==> src/rtl/beep_scheduler_pkg.sv <==
// ============================================================================
// Module      : beep_scheduler_pkg
// Description : Shared widths and FSM state encoding for the beep scheduler.
// Revision    : 1.0 - initial release
// ============================================================================
`default_nettype none

package beep_scheduler_pkg;

    localparam int TONE_W  = 11;
    localparam int DUR_W   = 16;
    localparam int NUM_REQ = 3;

    typedef enum logic [1:0] {
        ST_IDLE = 2'd0,
        ST_PLAY = 2'd1,
        ST_GAP  = 2'd2
    } state_t;

endpackage

`default_nettype wire

==> src/rtl/beep_scheduler_ms_tick_gen.sv <==
// ============================================================================
// Module      : ms_tick_gen
// Description : Emits a one-cycle tick every TICKS cycles, phase set by clr.
// Revision    : 1.0 - initial release
// ============================================================================
`default_nettype none

module ms_tick_gen #(
    parameter int TICKS = 50_000
) (
    input  logic sclk,
    input  logic nrst,
    input  logic clr,
    output logic tick
);

    localparam int                CNT_W  = (TICKS > 1) ? $clog2(TICKS) : 1;
    localparam logic [CNT_W-1:0]  C_LAST = CNT_W'(TICKS - 1);

    logic [CNT_W-1:0] r_cnt;

    always_ff @(posedge sclk) begin
        if (!nrst || clr) begin
            r_cnt <= '0;
        end else if (r_cnt == C_LAST) begin
            r_cnt <= '0;
        end else begin
            r_cnt <= r_cnt + 1'b1;
        end
    end

    assign tick = (r_cnt == C_LAST);

endmodule

`default_nettype wire

==> src/rtl/beep_scheduler.sv <==
// ============================================================================
// Module      : beep_scheduler
// Description : Fixed-priority arbiter sharing one tone datapath among three
//               requesters, with timed tones and a silent gap after each.
// Revision    : 1.0 - initial release
// ============================================================================
`default_nettype none

module beep_scheduler
    import beep_scheduler_pkg::*;
#(
    parameter int CLK_FREQ = 50_000_000,
    parameter int GAP_MS   = 20
) (
    input  logic                        sclk,
    input  logic                        nrst,
    input  logic [NUM_REQ-1:0]          req,
    input  logic [NUM_REQ*TONE_W-1:0]   req_freq,
    input  logic [NUM_REQ*DUR_W-1:0]    req_dur_ms,
    input  logic                        abort,
    output logic [NUM_REQ-1:0]          ack,
    output logic [NUM_REQ-1:0]          done,
    output logic [TONE_W-1:0]           tone_freq,
    output logic                        tone_en,
    output logic                        busy
);

    localparam int               TICKS      = CLK_FREQ / 1000;
    localparam logic [DUR_W-1:0] C_GAP_LAST = DUR_W'((GAP_MS > 0) ? GAP_MS - 1 : 0);

    state_t               r_state;
    logic [DUR_W-1:0]     r_dur;
    logic [DUR_W-1:0]     r_ms;
    logic [NUM_REQ-1:0]   r_owner;
    logic                 r_zero_done;

    logic                 w_tick;
    logic                 w_clr;
    logic                 w_play_end;
    logic                 w_gap_end;
    logic [NUM_REQ-1:0]   w_gsel;
    logic [TONE_W-1:0]    w_gfreq;
    logic [DUR_W-1:0]     w_gdur;

    // Walk from the highest index down so the lowest set request wins.
    always_comb begin
        w_gsel  = '0;
        w_gfreq = '0;
        w_gdur  = '0;
        for (int i = NUM_REQ - 1; i >= 0; i--) begin
            if (req[i]) begin
                w_gsel    = '0;
                w_gsel[i] = 1'b1;
                w_gfreq   = req_freq[i*TONE_W +: TONE_W];
                w_gdur    = req_dur_ms[i*DUR_W +: DUR_W];
            end
        end
    end

    assign w_play_end = w_tick && (r_ms == r_dur - 1'b1);
    assign w_gap_end  = (GAP_MS == 0) || (w_tick && (r_ms == C_GAP_LAST));
    // Idle keeps both counters parked so every PLAY/GAP starts from zero.
    assign w_clr      = (r_state == ST_IDLE) || ((r_state == ST_PLAY) && w_play_end);

    ms_tick_gen #(
        .TICKS (TICKS)
    ) u_tick (
        .sclk  (sclk),
        .nrst  (nrst),
        .clr   (w_clr),
        .tick  (w_tick)
    );

    always_ff @(posedge sclk) begin
        if (!nrst) begin
            r_state     <= ST_IDLE;
            r_dur       <= '0;
            r_ms        <= '0;
            r_owner     <= '0;
            r_zero_done <= 1'b0;
            ack         <= '0;
            done        <= '0;
            tone_freq   <= '0;
            tone_en     <= 1'b0;
            busy        <= 1'b0;
        end else begin
            ack  <= '0;
            done <= '0;
            if (w_clr) begin
                r_ms <= '0;
            end else if (w_tick) begin
                r_ms <= r_ms + 1'b1;
            end

            case (r_state)
                ST_IDLE: begin
                    if (!abort && (req != '0)) begin
                        r_owner <= w_gsel;
                        r_dur   <= w_gdur;
                        ack     <= w_gsel;
                        busy    <= 1'b1;
                        if (w_gdur != '0) begin
                            r_state     <= ST_PLAY;
                            tone_en     <= (w_gfreq != '0);
                            tone_freq   <= w_gfreq;
                            r_zero_done <= 1'b0;
                        end else begin
                            r_state     <= ST_GAP;
                            r_zero_done <= 1'b1;
                        end
                    end
                end
                ST_PLAY: begin
                    if (abort || w_play_end) begin
                        done      <= r_owner;
                        tone_en   <= 1'b0;
                        tone_freq <= '0;
                        if (abort || (GAP_MS == 0)) begin
                            r_state <= ST_IDLE;
                            busy    <= 1'b0;
                        end else begin
                            r_state <= ST_GAP;
                        end
                    end
                end
                ST_GAP: begin
                    // A zero-length tone reports done one cycle after its ack.
                    if (r_zero_done && !abort) begin
                        done <= r_owner;
                    end
                    r_zero_done <= 1'b0;
                    if (abort || w_gap_end) begin
                        r_state <= ST_IDLE;
                        busy    <= 1'b0;
                    end
                end
                default: begin
                    r_state <= ST_IDLE;
                    busy    <= 1'b0;
                end
            endcase
        end
    end

endmodule

`default_nettype wire

==> config.mk <==
export PLATFORM = sky130hd
export DESIGN_NAME = beep_scheduler
export DESIGN_NICKNAME = d
export VERILOG_FILES = /design/src/rtl/beep_scheduler_pkg.sv /design/src/rtl/beep_scheduler_ms_tick_gen.sv /design/src/rtl/beep_scheduler.sv
export SDC_FILE = /design/constraint.sdc
export NUM_CORES = 1
export LEC_CHECK = 0
export CAP_MARGIN = 20
export CORE_MARGIN = 2
export CORE_UTILIZATION = 45
export DETAILED_ROUTE_END_ITERATION = 12
export HOLD_SLACK_MARGIN = 0.03
export PLACE_DENSITY = 0.78
export SYNTH_ARGS = -nofsm -noshare
export SYNTH_HDL_FRONTEND = slang
export SYNTH_SLANG_ARGS = --single-unit
==> constraint.sdc <==
create_clock -name sclk -period 2.6 [get_ports sclk]
set_input_delay 0.39 -clock sclk [delete_from_list [all_inputs] [get_ports sclk]]
set_output_delay 0.39 -clock sclk [all_outputs]
set_load 0.05 [all_outputs]
==> summary by stage <==
Setup path
The number of buffers and inverters on the critical path is 4. On the worst path, the slowest cell contributes a delay of 0.48 ns. Among all stages on the critical path, the largest delay is contributed by sky130_fd_sc_hd__clkdlybuf4s50_1. In this run the worst path has a maximum fanout of 17. The worst setup path is launched from an input port.

STA classifies the critical path endpoint as a flip-flop. The startpoint of the worst-slack reg-to-reg timing path is r_dur[0]$_SDFFE_PN0P_. The signal on the critical path passes through clkdlybuf4s50_1 > buf_4 > buf_4 > nor3_1 > buf_4 > nor3_2 > nand2_1 > nor4_1 > o21a_1 > o31a_1. Data on the critical path is required at its endpoint by 2.89 ns. The critical path startpoint is req[0].

The setup path with the least slack is of type in -> reg. In this design, the critical path's most frequently occurring cell is sky130_fd_sc_hd__buf_4. The endpoint arrival time on the critical path is 2.79 ns. The kind of cell with the highest combined delay along the critical path is buffers and inverters.

Synth
The post-synth net total is 632. The register bit total from synthesis is 73. Sequential elements use 33.23% of the synthesized area.

The synthesized design devotes to its leading area cell type 33.23% of total area. The async set or reset register ratio after synthesis is 0%. After synthesis, the mean cell area works out to 8.159 µm².

The most frequently used flop master after synthesis is sky130_fd_sc_hd__dfxtp_1. The number of distinct library cell variants in the gate-level netlist after synthesis is 62. The number of enable-type register cells in the synthesized netlist is 0. In the post-synthesis netlist, the biggest area contributors are sky130_fd_sc_hd__dfxtp_1 33%, sky130_fd_sc_hd__xnor2_1 5.2%, sky130_fd_sc_hd__nor2_1 4.9%. The library cell with the largest summed area after synthesis is sky130_fd_sc_hd__dfxtp_1. The count of mapped cells out of synthesis is 539.

The cell area that synthesis handed to floorplanning was 0.004398 mm². The count of warnings emitted by yosys is 0.

Floorplanning
The chip width is 102.9 µm. The core box area is 0.009639 mm². The floorplan step set the die height to 102.9 µm. The floorplan has 36 rows.

The initial cell density of the core is 45.63%. The floorplan step defined a die boundary enclosing 0.01058 mm². The count of boundary I/O pins is 106.

Global routing
Global routing finished with a remaining overflow of 0. The first-pass GRT wire length is 19180 µm. The via count of the first global-routing pass came to 4096. The met2 global-route usage is 37.81%.

The met1 usage in global routing is 29.92%. The total routing resource utilization after global routing is 22.96%. For this run, global-route usage on met3 was measured as 4.339%.

The initial antenna violation count is 0. Entering global routing, the biggest net connects 35 pins. met2 is the most crowded layer.

Finish
The number of antenna cells inserted is 0. The filler-free cell count of the finished design is 799. Leaving out fill and tap cells, the most frequent cells in the layout are 105 x sky130_fd_sc_hd__clkdlybuf4s50_1, 73 x sky130_fd_sc_hd__dfxtp_1, 57 x sky130_fd_sc_hd__nor2_1. The fraction of layout instances using a drive strength above 1 is 11.71%. After the last flow step, the layout net total stands at 754. The library cell used most frequently in the layout, excluding fill and tap cells, is sky130_fd_sc_hd__clkdlybuf4s50_1. The final core area utilization is 62.95%. The count of fill cells added during filler insertion is 849. The area growth from synthesis to layout is 37.98%.

Timing
The final clock skew is 0.01219 ns. The part of the cycle the worst path needs is 96.02%. The number of failing hold endpoints at the final stage was 0. The number of failing setup endpoints in the final timing report is 0. In the final timing run, aggregate negative setup slack is 0 ns. The slew of the pin with the lowest slew margin is 0.5817 ns. The clock period minus final worst setup slack is 2.497 ns. The final-report max-slew violation count came to 0. Based on the critical path, the design can be clocked at up to 0.4005 GHz.

The worst setup slack after layout is 0.1034 ns. Headroom to the max-slew limit came out at 61.19%. Setup repair after global routing could not meet its margin everywhere.

Outcome
The flow ran to the end, and the final reports show no timing, DRC or antenna violations.

Route
The first routing iteration left 182 violations. The average routed wire per standard cell is 14.75 µm. The per-cell via count in the routed design is 5.567. The total iterations of the first detailed-routing run is 4. In the routed design, unresolved DRC markers number 0. The total detailed-routing wirelength is 11780 µm. The number of vias after detailed routing is 4448. The remaining antenna violation count is 0.

Hold path
The startpoint of the tightest hold check path is u_tick.r_cnt[0]$_SDFF_PP0_. The worst hold path belongs to the class reg -> reg.

Clock tree
The H-tree depth is 3. The number of buffers on the longest clock path is 2. The cell at the root of the clock tree is sky130_fd_sc_hd__clkbuf_8. The source-to-sink clock delay at the later pin of the worst-skew pair is 0.35 ns.

The number of buffers created by CTS is 9. Clock-pin slew was measured on the worst setup and hold paths at 0.08 ns. The CTS tree is yes. In this run, post-CTS hold repair placed 0 buffers. The clock net in this run drives a total of 73 sinks.

Power
IR analysis of the VDD net gives a maximum drop of 0.2596 mV. The leakage power is 2.230 nW. Power spread over the standard cell area amounts to 536.7 mW/mm².

Placement
The count of input and output buffers is 105. Routability-driven placement finished with a final weighted congestion of 0.8900. The number of placed instances, taps included, is 780. The HPWL after detailed placement is 9268 µm. Prior to clock tree synthesis, the placed netlist has a worst setup slack of -0.3750 ns.

Run
Across the run, the number of max-cap violations was 0.
==> cells in the mapped netlist (2+ instances only) <==
master / number
sky130_fd_sc_hd__nor4_1: 17
sky130_fd_sc_hd__o21a_1: 11
sky130_fd_sc_hd__xnor2_1: 26
sky130_fd_sc_hd__nor4_4: 2
sky130_fd_sc_hd__a41o_1: 3
sky130_fd_sc_hd__nand2b_1: 6
sky130_fd_sc_hd__o21bai_1: 2
sky130_fd_sc_hd__nor3_1: 17
sky130_fd_sc_hd__nand2_1: 51
sky130_fd_sc_hd__a21oi_1: 19
sky130_fd_sc_hd__nor3b_1: 3
sky130_fd_sc_hd__a2bb2oi_1: 18
sky130_fd_sc_hd__buf_2: 6
sky130_fd_sc_hd__o22ai_1: 4
sky130_fd_sc_hd__a21boi_0: 18
sky130_fd_sc_hd__o21ai_0: 8
sky130_fd_sc_hd__inv_1: 13
sky130_fd_sc_hd__nor2_1: 57
sky130_fd_sc_hd__a31o_2: 2
sky130_fd_sc_hd__nor4b_1: 2
sky130_fd_sc_hd__or3_1: 2
sky130_fd_sc_hd__a211oi_1: 5
sky130_fd_sc_hd__a221o_1: 4
sky130_fd_sc_hd__and4_1: 2
sky130_fd_sc_hd__ha_1: 6
sky130_fd_sc_hd__o31a_1: 11
sky130_fd_sc_hd__and2_1: 4
sky130_fd_sc_hd__nand3_1: 17
sky130_fd_sc_hd__nor4_2: 2
sky130_fd_sc_hd__xor2_1: 23
sky130_fd_sc_hd__a221oi_1: 8
sky130_fd_sc_hd__nand4b_1: 2
sky130_fd_sc_hd__and3_1: 11
sky130_fd_sc_hd__dfxtp_1: 73
sky130_fd_sc_hd__clkbuf_1: 31
sky130_fd_sc_hd__nand4_1: 9
sky130_fd_sc_hd__nand3b_1: 17
sky130_fd_sc_hd__buf_6: 2
sky130_fd_sc_hd__nor2b_1: 2
==> where the power goes <==
group	total, W	internal [W]	switching (W)
combinational	0.00110	0.000520	0.000583
sequential	0.00125	0.00119	0.0000657
clock	0.000900	0.000471	0.000429
total	0.00326	0.00218	0.00108
==> state kept, by name, indices dropped and copies added (netlist names) <==
register	cells
tone_en	1
tone_freq	11
r_ms	16
busy	1
u_tick.r_cnt	16
ack	3
done	3
r_dur	16
r_zero_done	1
r_owner	3
r_state	2
==> what timing repair did <==
action                                  CTS  global route
resized for setup                         1             5
endpoints found under the setup margin    8            49
buffers inserted                          0             3
pin swaps                                 0             1
==> metal layers <==
| metal | vias to the layer above | part of all wire, % | wire [µm] |
|---|---|---|---|
| li1 | 2198 | - | - |
| met1 | 2051 | 44 | 5211 |
| met2 | 177 | 47 | 5585 |
| met3 | 22 | 6.5 | 764 |
| met4 | 0 | 1.9 | 222 |
| met5 | - | 0 | 0 |
==> final timing paths <==
check / to / slack [ns] / depth (start not counted)
max: tone_freq[9]$_SDFFE_PN0P_ / 0.10 / 10
max reg2reg: tone_freq[4]$_SDFFE_PN0P_ / 0.14 / 8
min: u_tick.r_cnt[0]$_SDFF_PP0_ / 0.46 / 1
min reg2reg: u_tick.r_cnt[0]$_SDFF_PP0_ / 0.46 / 1
==> cell families after synthesis <==
logic type      count (synthesis)  share of synthesized area, %
simple gates                  232                         28.51
compound gates                124                         21.45
fa+ha+maj                       6                         1.707
mux                             1                        0.2276
flops                          73                         33.23
buf+inv                        54                         5.121
xor+xnor                       49                         9.758
==> stage by stage <==
step	hold slack [ns]	area, µm²	total power (W)
after global placement	0.4362	5808	0.002309
after global routing	0.4943	6068	0.003428
after floorplan	0.4247	4398	0.001926
after detailed placement	0.4431	5808	0.002335
final	0.4586	6068	0.003257
after CTS	0.4540	6018	0.003241
==> cell type report <==
class | count | area (µm²) | area share, %
multi-input cells | 412 | 2746 | 45.26
clock buffers | 10 | 137.6 | 2.268
flip-flops and latches | 73 | 1461 | 24.08
clock inverters | 6 | 66.31 | 1.093
inverters | 14 | 52.55 | 0.8660
well taps | 133 | 166.4 | 2.742
repair buffers | 151 | 1438 | 23.69
Power figures use the tool's default switching activity.
